`src/rtl/io_bus_ctrl_pkg.sv`:
```
// Shared definitions for the IO bus controller: word-address bit indices,
// STATUS register bit positions, TX FSM state type and a saturating increment.
package io_bus_ctrl_pkg;

    // One-hot word-address bit indices (wa = IO_mem_addr[15:2])
    localparam int WA_LEDS        = 0;
    localparam int WA_UART_DATA   = 1;
    localparam int WA_UART_STATUS = 2;

    // STATUS register bit positions
    localparam int ST_EMPTY    = 0;
    localparam int ST_FULL     = 1;
    localparam int ST_BUSY     = 2;
    localparam int ST_OVF      = 3;
    localparam int ST_DROP_LSB = 16;

    // Address bit that selects IO space in the core (write strobe arrives pre-gated)
    localparam int IO_SPACE_BIT = 22;

    typedef enum logic [1:0] {
        TX_IDLE  = 2'd0,
        TX_START = 2'd1,
        TX_DATA  = 2'd2,
        TX_STOP  = 2'd3
    } tx_state_t;

    function automatic logic [15:0] sat_inc16(input logic [15:0] v);
        return (v == 16'hFFFF) ? v : v + 16'd1;
    endfunction

endpackage

```
`src/rtl/io_bus_ctrl_uart_tx.sv`:
```
// Buffered 8N1 UART transmitter: byte FIFO, baud down-counter and TX FSM.
//
// state    | meaning
// ---------+------------------------------------------------------------
// TX_IDLE  | line high, waiting for FIFO non-empty; pops head when present
// TX_START | start bit (0) for DIV cycles
// TX_DATA  | 8 data bits LSB first, DIV cycles each
// TX_STOP  | stop bit (1); at end pops next byte straight into START or idles
module io_uart_tx
    import io_bus_ctrl_pkg::*;
#(
    parameter int DIV        = 4,
    parameter int FIFO_DEPTH = 16
) (
    input  logic       clk,
    input  logic       resetn,
    input  logic       i_push,
    input  logic [7:0] i_byte,
    output logic       o_full,
    output logic       o_empty,
    output logic       o_busy,
    output logic       o_drop,
    output logic       o_tx
);

    localparam int AW = $clog2(FIFO_DEPTH);
    localparam int CW = $clog2(FIFO_DEPTH + 1);
    localparam int BW = (DIV > 2) ? $clog2(DIV) : 1;
    localparam logic [BW-1:0] BAUD_RELOAD = BW'(DIV - 1);

    logic [7:0]    r_mem [FIFO_DEPTH];
    logic [AW-1:0] r_wr_ptr;
    logic [AW-1:0] r_rd_ptr;
    logic [CW-1:0] r_count;

    tx_state_t     r_state;
    logic [BW-1:0] r_baud;
    logic [2:0]    r_bit;
    logic [7:0]    r_shift;
    logic          r_tx;

    logic w_empty;
    logic w_full;
    logic w_pop;
    logic w_accept;
    logic w_bit_end;

    assign w_empty   = (r_count == '0);
    assign w_full    = (r_count == CW'(FIFO_DEPTH));
    assign w_bit_end = (r_baud == '0);
    // A pop frees a slot in the same cycle, so a push onto a full FIFO is only
    // dropped when no pop happens alongside it.
    assign w_pop     = !w_empty && ((r_state == TX_IDLE) || (r_state == TX_STOP && w_bit_end));
    assign w_accept  = i_push && (!w_full || w_pop);

    assign o_full  = w_full;
    assign o_empty = w_empty;
    assign o_busy  = !w_empty || (r_state != TX_IDLE);
    assign o_drop  = i_push && !w_accept;
    assign o_tx    = r_tx;

    // FIFO storage, no reset needed: contents are only read when count says valid
    always_ff @(posedge clk) begin
        if (w_accept) r_mem[r_wr_ptr] <= i_byte;
    end

    // FIFO pointers and occupancy
    always_ff @(posedge clk or negedge resetn) begin
        if (!resetn) begin
            r_wr_ptr <= '0;
            r_rd_ptr <= '0;
            r_count  <= '0;
        end else begin
            if (w_accept) r_wr_ptr <= r_wr_ptr + 1'b1;
            if (w_pop)    r_rd_ptr <= r_rd_ptr + 1'b1;
            case ({w_accept, w_pop})
                2'b10:   r_count <= r_count + 1'b1;
                2'b01:   r_count <= r_count - 1'b1;
                default: r_count <= r_count;
            endcase
        end
    end

    // TX FSM with baud down-counter and registered serial output
    always_ff @(posedge clk or negedge resetn) begin
        if (!resetn) begin
            r_state <= TX_IDLE;
            r_baud  <= '0;
            r_bit   <= '0;
            r_shift <= '0;
            r_tx    <= 1'b1;
        end else begin
            case (r_state)
                TX_IDLE: begin
                    r_tx <= 1'b1;
                    if (w_pop) begin
                        r_shift <= r_mem[r_rd_ptr];
                        r_baud  <= BAUD_RELOAD;
                        r_tx    <= 1'b0;
                        r_state <= TX_START;
                    end
                end
                TX_START: begin
                    if (w_bit_end) begin
                        r_tx    <= r_shift[0];
                        r_shift <= {1'b0, r_shift[7:1]};
                        r_bit   <= '0;
                        r_baud  <= BAUD_RELOAD;
                        r_state <= TX_DATA;
                    end else begin
                        r_baud <= r_baud - 1'b1;
                    end
                end
                TX_DATA: begin
                    if (w_bit_end) begin
                        r_baud <= BAUD_RELOAD;
                        if (r_bit == 3'd7) begin
                            r_tx    <= 1'b1;
                            r_state <= TX_STOP;
                        end else begin
                            r_tx    <= r_shift[0];
                            r_shift <= {1'b0, r_shift[7:1]};
                            r_bit   <= r_bit + 3'd1;
                        end
                    end else begin
                        r_baud <= r_baud - 1'b1;
                    end
                end
                TX_STOP: begin
                    if (w_bit_end) begin
                        if (w_pop) begin
                            r_shift <= r_mem[r_rd_ptr];
                            r_baud  <= BAUD_RELOAD;
                            r_tx    <= 1'b0;
                            r_state <= TX_START;
                        end else begin
                            r_state <= TX_IDLE;
                        end
                    end else begin
                        r_baud <= r_baud - 1'b1;
                    end
                end
                default: begin
                    r_tx    <= 1'b1;
                    r_state <= TX_IDLE;
                end
            endcase
        end
    end

endmodule

```
`src/rtl/io_bus_ctrl.sv`:
```
// Memory-mapped IO controller: one-hot word decode, LED register, UART TX with
// sticky overflow flag and read mux. Optional dropped-byte counter is enabled
// by defining IO_BUS_CTRL_DROP_CNT_EN.
module io_bus_ctrl
    import io_bus_ctrl_pkg::*;
#(
    parameter int CLK_FREQ_HZ = 27000000,
    parameter int BAUD        = 115200,
    parameter int FIFO_DEPTH  = 16,
    parameter int LED_W       = 6
) (
    input  logic             clk,
    input  logic             resetn,
    input  logic [31:0]      IO_mem_addr,
    input  logic [31:0]      IO_mem_wdata,
    input  logic             IO_mem_wr,
    output logic [31:0]      IO_mem_rdata,
    output logic [LED_W-1:0] LEDS,
    output logic             uart_tx,
    output logic             uart_busy
);

    localparam int DIV = CLK_FREQ_HZ / BAUD;

    logic [13:0]      w_wa;
    logic             w_wr_leds;
    logic             w_wr_data;
    logic             w_wr_status;
    logic             w_clr_ovf;
    logic             w_full;
    logic             w_empty;
    logic             w_busy;
    logic             w_drop;
    logic [15:0]      w_drop_cnt;
    logic [31:0]      w_status;
    logic             w_unused;

    logic [LED_W-1:0] r_leds;
    logic             r_ovf;

    assign w_wa        = IO_mem_addr[15:2];
    assign w_wr_leds   = IO_mem_wr && w_wa[WA_LEDS];
    assign w_wr_data   = IO_mem_wr && w_wa[WA_UART_DATA];
    assign w_wr_status = IO_mem_wr && w_wa[WA_UART_STATUS];
    assign w_clr_ovf   = w_wr_status && IO_mem_wdata[ST_OVF];
    assign w_unused    = ^{IO_mem_addr[31:16], IO_mem_addr[1:0], w_wa[13:3], IO_mem_wdata[31:8]};

    io_uart_tx #(
        .DIV        (DIV),
        .FIFO_DEPTH (FIFO_DEPTH)
    ) u_uart_tx (
        .clk     (clk),
        .resetn  (resetn),
        .i_push  (w_wr_data),
        .i_byte  (IO_mem_wdata[7:0]),
        .o_full  (w_full),
        .o_empty (w_empty),
        .o_busy  (w_busy),
        .o_drop  (w_drop),
        .o_tx    (uart_tx)
    );

    // LED register
    always_ff @(posedge clk or negedge resetn) begin
        if (!resetn) r_leds <= '0;
        else if (w_wr_leds) r_leds <= IO_mem_wdata[LED_W-1:0];
    end

    // Sticky overflow flag; a drop in the same cycle as a clear wins
    always_ff @(posedge clk or negedge resetn) begin
        if (!resetn) r_ovf <= 1'b0;
        else if (w_drop) r_ovf <= 1'b1;
        else if (w_clr_ovf) r_ovf <= 1'b0;
    end

`ifdef IO_BUS_CTRL_DROP_CNT_EN
    logic [15:0] r_drop_cnt;

    // Saturating dropped-byte counter, cleared together with ovf
    always_ff @(posedge clk or negedge resetn) begin
        if (!resetn) r_drop_cnt <= '0;
        else if (w_drop) r_drop_cnt <= w_clr_ovf ? 16'd1 : sat_inc16(r_drop_cnt);
        else if (w_clr_ovf) r_drop_cnt <= '0;
    end

    assign w_drop_cnt = r_drop_cnt;
`else
    assign w_drop_cnt = 16'h0000;
`endif

    assign w_status = {w_drop_cnt, 12'h000, r_ovf, w_busy, w_full, w_empty};

    // Read mux: lowest selected word-address bit wins, nothing selected reads 0
    always_comb begin
        IO_mem_rdata = 32'h0;
        if (w_wa[WA_LEDS])             IO_mem_rdata = 32'(r_leds);
        else if (w_wa[WA_UART_DATA])   IO_mem_rdata = 32'h0;
        else if (w_wa[WA_UART_STATUS]) IO_mem_rdata = w_status;
    end

    assign LEDS      = r_leds;
    assign uart_busy = w_busy;

endmodule
```
`config.mk`:
```
export PLATFORM = sky130hd
export DESIGN_NAME = io_bus_ctrl
export DESIGN_NICKNAME = d
export VERILOG_FILES = /design/src/rtl/io_bus_ctrl_pkg.sv /design/src/rtl/io_bus_ctrl_uart_tx.sv /design/src/rtl/io_bus_ctrl.sv
export SDC_FILE = /design/constraint.sdc
export NUM_CORES = 1
export LEC_CHECK = 0
export ABC_AREA = 1
export CAP_MARGIN = 15
export CORE_MARGIN = 2
export CORE_UTILIZATION = 45
export CTS_BUF_LIST = sky130_fd_sc_hd__clkbuf_8
export CTS_CLUSTER_DIAMETER = 80
export DETAILED_ROUTE_END_ITERATION = 8
export GPL_ROUTABILITY_DRIVEN = 0
export PLACE_DENSITY = 0.67
export SETUP_SLACK_MARGIN = 0.1
export SYNTH_ARGS = -nofsm -noshare
export SYNTH_HDL_FRONTEND = slang
export SYNTH_SLANG_ARGS = --single-unit
```
`constraint.sdc`:
```
create_clock -name clk -period 3.05 [get_ports clk]
set_input_delay 0.61 -clock clk [delete_from_list [all_inputs] [get_ports clk]]
set_output_delay 0.61 -clock clk [all_outputs]
set_load 0.005 [all_outputs]
```
==> flow_results.xml <==
<?xml version="1.0" encoding="UTF-8"?>
<metrics>
  <group name="placement">
    <metric name="preCtsSetupSlack" unit="ns">0.3827</metric>
    <metric name="detailedPlacementHpwl" unit="um">10680</metric>
    <metric name="port_buffers" unit="">27</metric>
  </group>
  <group name="routing">
    <metric name="post_drt_wl_per_cell" unit="um">16.79</metric>
    <metric name="drtPass1Iterations" unit="">7</metric>
    <metric name="drt_drc_violations_left" unit="">0</metric>
    <metric name="detail_route.wirelength" unit="um">16290</metric>
    <metric name="drt_iter0_markers" unit="">399</metric>
    <metric name="postRouteAntennaNets" unit="">0</metric>
    <metric name="via_per_inst" unit="">5.334</metric>
    <metric name="num_vias" unit="">5174</metric>
  </group>
  <group name="synthesis">
    <metric name="syn_avg_cell_area" unit="um2">11.44</metric>
    <metric name="synth.lib_cells_used.distinct" unit="">46</metric>
    <metric name="synth_warnings" unit="">0</metric>
    <metric name="flip_flop_and_latch_count_after_synthesis" unit="">170</metric>
    <metric name="synth_sequential_area_ratio" unit="">0.6200</metric>
    <metric name="syn_inst" unit="">690</metric>
    <metric name="syn-cell-area" unit="um2">7896</metric>
    <metric name="synth-main-ff-cell" unit="">sky130_fd_sc_hd__edfxtp_1</metric>
    <metric name="number_of_synthesized_flops_with_an_enable_pin" unit="">128</metric>
    <metric name="synth_async_sr_flop_share" unit="">0.2471</metric>
  </group>
  <group name="timing">
    <metric name="timing.setup.tns" unit="ns">0</metric>
    <metric name="slew_viol_final" unit="">0</metric>
    <metric name="layout_worst_path_cycle_share" unit="">0.9017</metric>
    <metric name="setup_slack" unit="ns">0.2999</metric>
    <metric name="setup_viol_count_final" unit="">0</metric>
    <metric name="timing.slew.headroom" unit="">0.5241</metric>
    <metric name="finalHoldViolCount" unit="">0</metric>
    <metric name="transition_at_the_pin_with_the_smallest_max_transition_slack" unit="ns">0.7116</metric>
    <metric name="clock_skews" unit="ns">0.01585</metric>
    <metric name="timing.fmax" unit="MHz">363.6</metric>
    <metric name="grt_setup_unrepaired" unit="">no</metric>
    <metric name="fin_crit" unit="ns">2.750</metric>
  </group>
  <group name="setup_path">
    <metric name="crit_chain" unit="">inv_1 &gt; ha_1 &gt; inv_1 &gt; nor2_1 &gt; o21ai_0 &gt; clkdlybuf4s50_1</metric>
    <metric name="endpoint_kind" unit="">primary output</metric>
    <metric name="r2r_setup_slack" unit="ns">0.83</metric>
    <metric name="critical_path_required" unit="ns">2.44</metric>
    <metric name="critPathMaxStageDelay" unit="ns">0.53</metric>
    <metric name="worstPathMaxFanout" unit="">4</metric>
    <metric name="worst-r2r-cell-count" unit="">13</metric>
    <metric name="worst_setup_path_start_kind" unit="">flop</metric>
    <metric name="timing.critical_path.slowest_stage_cell" unit="">sky130_fd_sc_hd__clkdlybuf4s50_1</metric>
    <metric name="worstSetupPathType" unit="">reg -&gt; out</metric>
    <metric name="rr_endpoint" unit="">u_uart_tx.r_mem[6][4]</metric>
    <metric name="arrival" unit="ns">2.14</metric>
    <metric name="r2r_start" unit="">u_uart_tx.r_baud[0]</metric>
    <metric name="cp_common_cell" unit="">sky130_fd_sc_hd__inv_1</metric>
  </group>
  <group name="cts">
    <metric name="tritoncts_num_sinks" unit="">170</metric>
    <metric name="post_cts_resize_count" unit="">0</metric>
    <metric name="worst_setup_hold_path_clk_slew" unit="ns">0.08</metric>
    <metric name="tritoncts.num_buffers" unit="">17</metric>
    <metric name="tritoncts" unit="">yes</metric>
    <metric name="clock_tree.root_cell" unit="">sky130_fd_sc_hd__clkbuf_8</metric>
    <metric name="ctsHtreeMaxLevel" unit="">4</metric>
    <metric name="clk-insertion-delay-late" unit="ns">0.46</metric>
    <metric name="cts_setup_buffers" unit="">0</metric>
    <metric name="cts-root-to-sink-buffers" unit="">2</metric>
    <metric name="hold_buffers" unit="">0</metric>
  </group>
  <group name="floorplanning">
    <metric name="core_area" unit="um2">17240</metric>
    <metric name="fp.dieArea" unit="um2">18620</metric>
    <metric name="start_util" unit="">0.4581</metric>
    <metric name="fp-row-count" unit="">48</metric>
    <metric name="die_y" unit="um">136.5</metric>
    <metric name="io_count" unit="">107</metric>
    <metric name="die_outline_width" unit="um">136.5</metric>
  </group>
  <group name="cells_and_area">
    <metric name="fillCellCount" unit="">1433</metric>
    <metric name="synthToLayoutAreaGrowth" unit="%">10.71</metric>
    <metric name="mostFrequentLayoutCells" unit="">128 x sky130_fd_sc_hd__edfxtp_1, 103 x sky130_fd_sc_hd__nor2_1, 83 x sky130_fd_sc_hd__o21ai_0, 64 x sky130_fd_sc_hd__nand2_1, 44 x sky130_fd_sc_hd__inv_1</metric>
    <metric name="antennaDiodeCount" unit="">0</metric>
    <metric name="drive_gt1_frac" unit="">0.1423</metric>
    <metric name="fin_nets" unit="">815</metric>
    <metric name="layout_commonest_cell" unit="">sky130_fd_sc_hd__edfxtp_1</metric>
  </group>
  <group name="grt">
    <metric name="grt_antenna_before_repair" unit="">0</metric>
    <metric name="globalRouteOverflowTotal" unit="">0</metric>
    <metric name="via_count_of_the_first_global_routing_pass" unit="">4945</metric>
    <metric name="globalRouteTotalUtil" unit="">0.1865</metric>
    <metric name="pin_count_of_the_biggest_net_entering_global_routing" unit="">67</metric>
    <metric name="grt_pass1_wl" unit="um">25940</metric>
  </group>
  <group name="run_status">
    <metric name="run_status" unit="">complete, no violations</metric>
  </group>
  <group name="pwr">
    <metric name="power_density" unit="nW/um2">560.2</metric>
    <metric name="power_leakage" unit="uW">0.003209</metric>
    <metric name="ir_worst_vdd" unit="mV">0.3046</metric>
  </group>
  <group name="flow_run">
    <metric name="max_cap_violations" unit="">0</metric>
  </group>
  <group name="min_path">
    <metric name="hold_class" unit="">in -&gt; async</metric>
  </group>
</metrics>
## worst max-delay path: cells and delay by family (launching register included)
kind	cells	cell delay (ns)
simple gates	1	0.11
fa+ha+maj	1	0.21
buf+inv	3	0.79
flops	1	0.40
compound gates	1	0.18
## worst max path at each step
stage	endpoint	slack [ns]	from
6_report	IO_mem_rdata[2]	0.30	u_uart_tx.r_state[0]
5_1_grt	IO_mem_rdata[2]	0.13	u_uart_tx.r_state[0]
4_1_cts	IO_mem_rdata[2]	0.26	u_uart_tx.r_state[0]
3_5_place_dp	IO_mem_rdata[2]	0.38	IO_mem_addr[2]
3_3_place_gp	IO_mem_rdata[0]	0.44	IO_mem_addr[2]
2_1_floorplan	u_uart_tx.r_mem[0][0]	0.92	u_uart_tx.r_baud[0]
## per-stage QoR
step	total power, uW	std cells	util	cell area (um2)	hold WS (ns)
2_1_floorplan	3182	715	-	7990	0.3144
3_3_place_gp	3359	938	0.4845	8351	0.4708
3_5_place_dp	3391	938	0.4845	8351	0.4883
4_1_cts	4934	970	0.5072	8742	0.1781
5_1_grt	5109	970	0.5072	8742	0.2173
6_report	4897	970	0.5072	8742	0.1902
## layer usage
| metal | wire length, um | share of wire | vias up | GRT usage |
|---|---|---|---|---|
| met2 | 8286 | 0.51 | 173 | 0.3153 |
| met4 | 261 | 0.016 | 0 | 0.07407 |
| met3 | 863 | 0.053 | 20 | 0.02908 |
| met5 | 0 | 0 | - | 0 |
| met1 | 6878 | 0.42 | 2502 | 0.2407 |
| li1 | - | - | 2479 | - |
## final cells by class
| class | instances | area, um2 | area share |
|---|---|---|---|
| sequential | 170 | 4897 | 0.5602 |
| multi-input combinational | 438 | 2505 | 0.2865 |
| timing repair buffer | 52 | 452.9 | 0.05181 |
| tap | 225 | 281.5 | 0.03220 |
| clock buffer | 19 | 261.5 | 0.02991 |
| inverter | 53 | 214.0 | 0.02447 |
| clock inverter | 13 | 130.1 | 0.01488 |
## cell families after synthesis
group                      share of synthesized area
AOI/OAI and AO/OA                             0.1280
xor gates and xnor gates                     0.01109
adders and majority gates                    0.02535
buffers and inverters                        0.07463
DFF                                           0.6200
muxes                                       0.007130
other                                      0.0004749
and+or+nand+nor                               0.1333
## registers in the layout, summed over array words and instances, names as in the netlist
| signal | cells |
|---|---|
| r_ovf | 1 |
| u_uart_tx.r_count | 5 |
| u_uart_tx.o_tx | 1 |
| u_uart_tx.r_baud | 8 |
| u_uart_tx.r_mem | 128 |
| u_uart_tx.r_state | 2 |
| u_uart_tx.r_wr_ptr | 4 |
| u_uart_tx.r_bit | 3 |
| u_uart_tx.r_rd_ptr | 4 |
| u_uart_tx.r_shift | 8 |
| LEDS | 6 |
## cell usage after synthesis, types with 3 or more instances
library cell	instances	area (um2)
sky130_fd_sc_hd__a21oi_1	6	30.03
sky130_fd_sc_hd__a32o_1	4	40.04
sky130_fd_sc_hd__buf_4	28	210.2
sky130_fd_sc_hd__buf_6	6	67.56
sky130_fd_sc_hd__clkbuf_1	15	56.30
sky130_fd_sc_hd__dfrtp_1	41	1026
sky130_fd_sc_hd__edfxtp_1	128	3844
sky130_fd_sc_hd__ha_1	16	200.2
sky130_fd_sc_hd__inv_1	40	150.1
sky130_fd_sc_hd__inv_2	8	30.03
sky130_fd_sc_hd__mux2_2	5	56.30
sky130_fd_sc_hd__nand2_1	64	240.2
sky130_fd_sc_hd__nand2_2	5	31.28
sky130_fd_sc_hd__nand2_4	4	45.04
sky130_fd_sc_hd__nand3_1	23	115.1
sky130_fd_sc_hd__nand3_4	3	52.55
sky130_fd_sc_hd__nand4_1	3	18.77
sky130_fd_sc_hd__nor2_1	103	386.6
sky130_fd_sc_hd__nor2_4	4	45.04
sky130_fd_sc_hd__o211ai_1	11	82.58
sky130_fd_sc_hd__o211ai_2	5	62.56
sky130_fd_sc_hd__o21ai_0	83	415.4
sky130_fd_sc_hd__o21ai_1	14	70.07
sky130_fd_sc_hd__o21ai_2	4	35.03
sky130_fd_sc_hd__o221ai_1	19	166.4
sky130_fd_sc_hd__o22ai_1	14	87.58
sky130_fd_sc_hd__xor2_1	9	78.83
## power by group
| group | internal [uW] | switching (uW) |
|---|---|---|
| clock | 768 | 786 |
| combinational | 218 | 384 |
| sequential | 2650 | 95.7 |
| total | 3630 | 1270 |
(Power assumes the default switching activity.)
